$ cat src/rtl/hazard_pkg.sv
// Shared definitions for the pipeline hazard controller and the decoder's control unit:
// sequencer state encoding, register-index width and base opcodes.
package hazard_pkg;

  localparam int REG_ADDR_W = 5;

  typedef enum logic [1:0] {
    ST_START    = 2'd0,
    ST_RUN      = 2'd1,
    ST_MEM_WAIT = 2'd2
  } state_t;

  localparam logic [6:0] OPC_R    = 7'b0110011;
  localparam logic [6:0] OPC_LD   = 7'b0000011;
  localparam logic [6:0] OPC_SD   = 7'b0100011;
  localparam logic [6:0] OPC_BEQ  = 7'b1100011;
  localparam logic [6:0] OPC_ADDI = 7'b0010011;

  // Source-operand usage per opcode, as the control unit derives id_uses_rs2.
  function automatic logic opc_uses_rs2(input logic [6:0] opc);
    return (opc == OPC_R) || (opc == OPC_SD) || (opc == OPC_BEQ);
  endfunction

  function automatic logic opc_uses_rs1(input logic [6:0] opc);
    return opc_uses_rs2(opc) || (opc == OPC_LD) || (opc == OPC_ADDI);
  endfunction

endpackage

$ cat src/rtl/sat_counter.sv
// Up-counter that sticks at all-ones instead of wrapping.
module sat_counter #(
  parameter int W = 16
) (
  input  logic         clk,
  input  logic         rst_n,
  input  logic         inc,
  output logic [W-1:0] cnt
);

  // NOTE: sequential state uses non-blocking assignment so every flop samples pre-edge values.
  always_ff @(posedge clk or negedge rst_n) begin
    if (!rst_n) begin
      cnt <= '0;
    end else if (inc && (cnt != '1)) begin
      cnt <= cnt + 1'b1;
    end
  end

endmodule

$ cat src/rtl/pipeline_hazard_ctrl.sv
// Pipeline sequencer: load-use bubbles, taken-branch flushes and data-memory freeze,
// with saturating stall/flush counters and a sticky memory-timeout error.
module pipeline_hazard_ctrl
  import hazard_pkg::*;
#(
  parameter int REG_ADDR_W  = hazard_pkg::REG_ADDR_W,
  parameter int MEM_TIMEOUT = 15,
  parameter int CNT_W       = 16
) (
  input  logic                  clk,
  input  logic                  rst_n,
  input  logic                  id_valid,
  input  logic [REG_ADDR_W-1:0] id_rs1,
  input  logic [REG_ADDR_W-1:0] id_rs2,
  input  logic                  id_uses_rs2,
  input  logic [REG_ADDR_W-1:0] ex_rd,
  input  logic                  ex_mem_read,
  input  logic                  branch_taken,
  input  logic                  mem_req,
  input  logic                  mem_ready,
  output logic                  pc_write,
  output logic                  ifid_write,
  output logic                  idex_bubble,
  output logic                  ifid_flush,
  output logic                  idex_flush,
  output logic                  exmem_flush,
  output logic                  pipe_hold,
  output logic                  mem_err,
  output logic [CNT_W-1:0]      stall_cnt,
  output logic [CNT_W-1:0]      flush_cnt
);

  localparam logic [7:0] TIMEOUT_V = 8'(MEM_TIMEOUT);

  state_t     state, state_nxt;
  logic [7:0] wait_cnt, wait_nxt;
  logic       err_set;
  logic       flush_inc;
  logic       stall_inc;
  logic       load_use;

  // x0 is hard-wired zero, so a load targeting it never produces a dependency.
  assign load_use = ex_mem_read && (ex_rd != '0) && id_valid &&
                    ((ex_rd == id_rs1) || (id_uses_rs2 && (ex_rd == id_rs2)));

  always_ff @(posedge clk or negedge rst_n) begin
    if (!rst_n) begin
      state    <= ST_START;
      wait_cnt <= '0;
      mem_err  <= 1'b0;
    end else begin
      state    <= state_nxt;
      wait_cnt <= wait_nxt;
      if (err_set) mem_err <= 1'b1;
    end
  end

  // Outputs are gated by rst_n so nothing is enabled or flushed while reset is held.
  always_comb begin
    // NOTE: every signal gets a default first so no path through the case infers a latch.
    state_nxt   = state;
    wait_nxt    = wait_cnt;
    err_set     = 1'b0;
    flush_inc   = 1'b0;
    pc_write    = 1'b0;
    ifid_write  = 1'b0;
    idex_bubble = 1'b0;
    ifid_flush  = 1'b0;
    idex_flush  = 1'b0;
    exmem_flush = 1'b0;
    pipe_hold   = 1'b0;
    if (rst_n) begin
      unique case (state)
        ST_START: begin
          ifid_flush  = 1'b1;
          idex_flush  = 1'b1;
          exmem_flush = 1'b1;
          state_nxt   = ST_RUN;
        end
        ST_RUN: begin
          pc_write   = 1'b1;
          ifid_write = 1'b1;
          if (mem_req && !mem_ready) begin
            pc_write   = 1'b0;
            ifid_write = 1'b0;
            pipe_hold  = 1'b1;
            state_nxt  = ST_MEM_WAIT;
            wait_nxt   = 8'd1;
          end else if (branch_taken) begin
            ifid_flush  = 1'b1;
            idex_flush  = 1'b1;
            exmem_flush = 1'b1;
            flush_inc   = 1'b1;
          end else if (load_use) begin
            pc_write    = 1'b0;
            ifid_write  = 1'b0;
            idex_bubble = 1'b1;
          end
        end
        ST_MEM_WAIT: begin
          if (mem_ready || (wait_cnt == TIMEOUT_V)) begin
            // Release cycle; a branch held frozen during the wait takes effect now.
            pc_write   = 1'b1;
            ifid_write = 1'b1;
            err_set    = !mem_ready;
            state_nxt  = ST_RUN;
            wait_nxt   = '0;
            if (branch_taken) begin
              ifid_flush  = 1'b1;
              idex_flush  = 1'b1;
              exmem_flush = 1'b1;
              flush_inc   = 1'b1;
            end
          end else begin
            pipe_hold = 1'b1;
            wait_nxt  = wait_cnt + 8'd1;
          end
        end
        default: state_nxt = ST_START;
      endcase
    end
  end

  assign stall_inc = rst_n && (state != ST_START) && !pc_write;

  sat_counter #(.W(CNT_W)) u_stall_cnt (
    .clk   (clk),
    .rst_n (rst_n),
    .inc   (stall_inc),
    .cnt   (stall_cnt)
  );

  sat_counter #(.W(CNT_W)) u_flush_cnt (
    .clk   (clk),
    .rst_n (rst_n),
    .inc   (flush_inc),
    .cnt   (flush_cnt)
  );

endmodule

$ cat config.mk
export PLATFORM = sky130hd
export DESIGN_NAME = pipeline_hazard_ctrl
export DESIGN_NICKNAME = d
export VERILOG_FILES = /design/src/rtl/hazard_pkg.sv /design/src/rtl/sat_counter.sv /design/src/rtl/pipeline_hazard_ctrl.sv
export SDC_FILE = /design/constraint.sdc
export NUM_CORES = 1
export LEC_CHECK = 0
export CAP_MARGIN = 5
export CELL_PAD_IN_SITES_DETAIL_PLACEMENT = 1
export CELL_PAD_IN_SITES_GLOBAL_PLACEMENT = 2
export CORE_UTILIZATION = 40
export CTS_BUF_LIST = sky130_fd_sc_hd__clkbuf_2 sky130_fd_sc_hd__clkbuf_4 sky130_fd_sc_hd__clkbuf_8
export DETAILED_ROUTE_END_ITERATION = 10
export DONT_BUFFER_PORTS = 1
export PLACE_DENSITY_LB_ADDON = 0.1
export REMOVE_ABC_BUFFERS = 1
export SYNTH_ARGS = -nofsm -noshare
export SYNTH_HDL_FRONTEND = slang
export SYNTH_SLANG_ARGS = --single-unit
$ cat constraint.sdc
create_clock -name clk -period 3.2 [get_ports clk]
set_input_delay 0.8 -clock clk [delete_from_list [all_inputs] [get_ports clk]]
set_output_delay 0.8 -clock clk [all_outputs]
set_load 0.03 [all_outputs]
==> flow_metrics.py <==
metrics = {
    "timing": {
        "setup_violations": 0,
        "fin_worst_skew_ps": 5.49,
        "max_freq_mhz": 341,
        "period_share_pct": 91.7,
        "rsz0062_at_grt": "false",
        "slew_violations": 0,
        "period_minus_slack_ps": 2930,
        "fin_hold_ws_ps": 190,
        "timing_hold_violations_final": 0,
        "fin_ws_ps": 267,
        "worst_slew_pin_slew_ps": 715,
        "max_slew_margin_pct": 52.3,
    },
    "layout": {
        "area_delta_synth_final_pct": 9.24,
        "fin_area_mm2": 0.00263,
        "layout_common_cells": "dfrtp_1, nand2_1, xnor2_1",
        "layout-drive-gt1-share_pct": 9.68,
        "fin_util_pct": 46.7,
        "n_antenna_cell": 0,
        "nets": 277,
        "layout_commonest_cell": "dfrtp_1",
    },
    "global_route": {
        "grt_antenna_before_repair": 0,
        "grt_pass1_vias": 1986,
        "grt_overflow": 0,
        "grt_pass1_wl_mm": 9.75,
        "grt_util_all_layers_pct": 19.8,
        "grt_start_max_net_pins": 51,
    },
    "setup_path": {
        "required_ps": 2400,
        "cp_slowest_cell": "dfrtp_1",
        "crit_arrival_ps": 2130,
        "critPathLaunchType": "flip-flop",
        "path_cells": "inv_1 -> ha_1 -> nand4b_1 -> a21oi_2 -> o31ai_4 -> inv_2 -> buf_4",
        "max_stage_delay_ps": 430,
        "crit_path_max_fanout": 8,
        "worstSetupEndpointType": "primary output",
        "path_class": "flip-flop to primary output",
    },
    "place": {
        "dpl.hpwl_mm": 4.11,
        "place.port_buffers": 0,
        "placed_area_mm2": 0.00250,
        "place_ws_ps": 402,
        "place_congestion": 0.767,
    },
    "routing": {
        "drt-total-wl_mm": 5.54,
        "drtIter0Drc": 85,
        "wl_per_cell_um": 17.3,
        "num_vias": 1861,
        "drc": 0,
        "vias_per_cell": 5.82,
        "drtPass1Iterations": 4,
        "ant_nets": 0,
    },
    "synth": {
        "synth_cells": 243,
        "postSynthAreaPerCell_um2": 9.92,
        "ys_types": 49,
        "yosys_warnings": 0,
        "async_reset_ff_share_pct": 100,
        "synth_edf_count": 0,
        "synth_area_mm2": 0.00241,
        "ys_ff_latch": 43,
        "ys.flop_type": "dfrtp_1",
        "ys_seq_area_share_pct": 44.7,
    },
    "cts": {
        "clkSinkCount": 43,
        "cts_tree": "yes",
        "clk_latency_ps": 300,
        "cts_hold_buf": 0,
        "numCtsBuffers": 5,
        "post-cts-setup-buffers": 0,
        "cts.path.max_buffers": 2,
        "cts_root_buf": "clkbuf_8",
        "cts-resized-gates": 0,
        "clk_pin_slew_worst_paths_ps": 80,
        "htree_levels": 2,
    },
    "pwr": {
        "peakVddDrop_mv": 0.311,
        "leakagePower_uw": 0.00115,
        "power.density_mw_per_mm2": 695,
    },
    "floorplan": {
        "pin_count": 63,
        "core_area_mm2": 0.00564,
        "die_y_um": 79.6,
        "num_rows": 27,
        "start_util_pct": 42.7,
        "die_x_um": 79.6,
        "dieArea_mm2": 0.00634,
    },
    "hold_path": {
        "hold_class": "input port to asynchronous set/reset pin",
    },
    "run_status": {
        "status": "complete, no violations",
    },
    "job": {
        "cap_violations": 0,
    },
}
-- sequential cells by signal, summed over array words and instances, names as in the netlist --
signal           cells
state                2
wait_cnt             8
mem_err              1
u_flush_cnt.cnt     16
u_stall_cnt.cnt     16
-- where the power goes --
part	internal, uW	switching (uW)
sequential	619	207
combinational	190	301
clock	321	192
total	1130	699
-- logic make-up after synthesis --
kind of cell / Yosys count / synth area share [%]
simple gates: 111 / 25.8
flops: 43 / 44.7
xor+xnor: 40 / 14.5
compound gates: 29 / 8.20
buf+inv: 12 / 2.70
fa+ha+maj: 7 / 3.63
mux: 1 / 0.467
-- cells in the mapped netlist, types with 2 or more instances --
master	count	share of area, %
dfrtp_1	43	45
nand2_1	28	4.4
xnor2_1	25	9.1
nor2_1	16	2.5
xor2_1	15	5.5
nand4_1	13	3.4
o21ai_1	12	2.5
nand3_1	11	2.3
and3_1	9	2.3
ha_1	7	3.6
nor3_1	6	1.2
and4_1	4	1.5
nor2b_1	4	1.0
a21oi_1	3	0.62
buf_4	3	0.93
inv_1	3	0.47
nand3_2	3	1.2
nand4b_1	3	1.1
and4b_1	2	0.83
clkbuf_1	2	0.31
inv_2	2	0.31
o21bai_1	2	0.62
-- final cells by class --
cell class | instances | area, um2
Clock buffer | 6 | 76.3
Inverter | 5 | 18.8
Fill cell | 629 | 3010
Multi-Input combinational cell | 188 | 1270
Timing Repair Buffer | 4 | 37.5
Clock inverter | 2 | 60.1
Sequential cell | 43 | 1080
Tap cell | 72 | 90.1
-- worst max-delay path: cells and delay by family, from the launching register on --
| family | cells | cell delay, ps |
|---|---|---|
| buf+inv | 3 | 380 |
| fa+ha+maj | 1 | 340 |
| simple gates | 1 | 230 |
| flops | 1 | 430 |
| compound gates | 2 | 460 |
-- through the flow --
step	instances	setup TNS (ps)	total power [uW]
final	320	0	1830
after global routing	320	0	1950
after CTS	320	0	1850
after detailed placement	312	0	1330
after global placement	312	0	1300
after floorplan	236	-2130	1180
-- layer usage --
metal | up-vias | wire, um | track usage [%]
li1 | 866 | - | -
met5 | - | 0 | 0
met3 | 12 | 315 | 5.71
met2 | 62 | 2670 | 31.9
met1 | 921 | 2450 | 25.0
met4 | 0 | 106 | 7.64
-- final timing paths --
| path | startpoint | to | slack (ps) | depth (start not counted) |
|---|---|---|---|---|
| min in group clk | wait_cnt[7] | wait_cnt[7] | 510 | 1 |
| worst min-delay path | rst_n | u_flush_cnt.cnt[9] | 190 | 0 |
| max in group asynchronous | rst_n | u_flush_cnt.cnt[0] | 2920 | 0 |
| worst max register to register | state[0] | u_stall_cnt.cnt[1] | 880 | 8 |
| worst min register to register | wait_cnt[7] | wait_cnt[7] | 510 | 1 |
| worst max-delay path | state[0] | ifid_write | 270 | 7 |
Note: power is estimated with default switching activity, not from simulation.
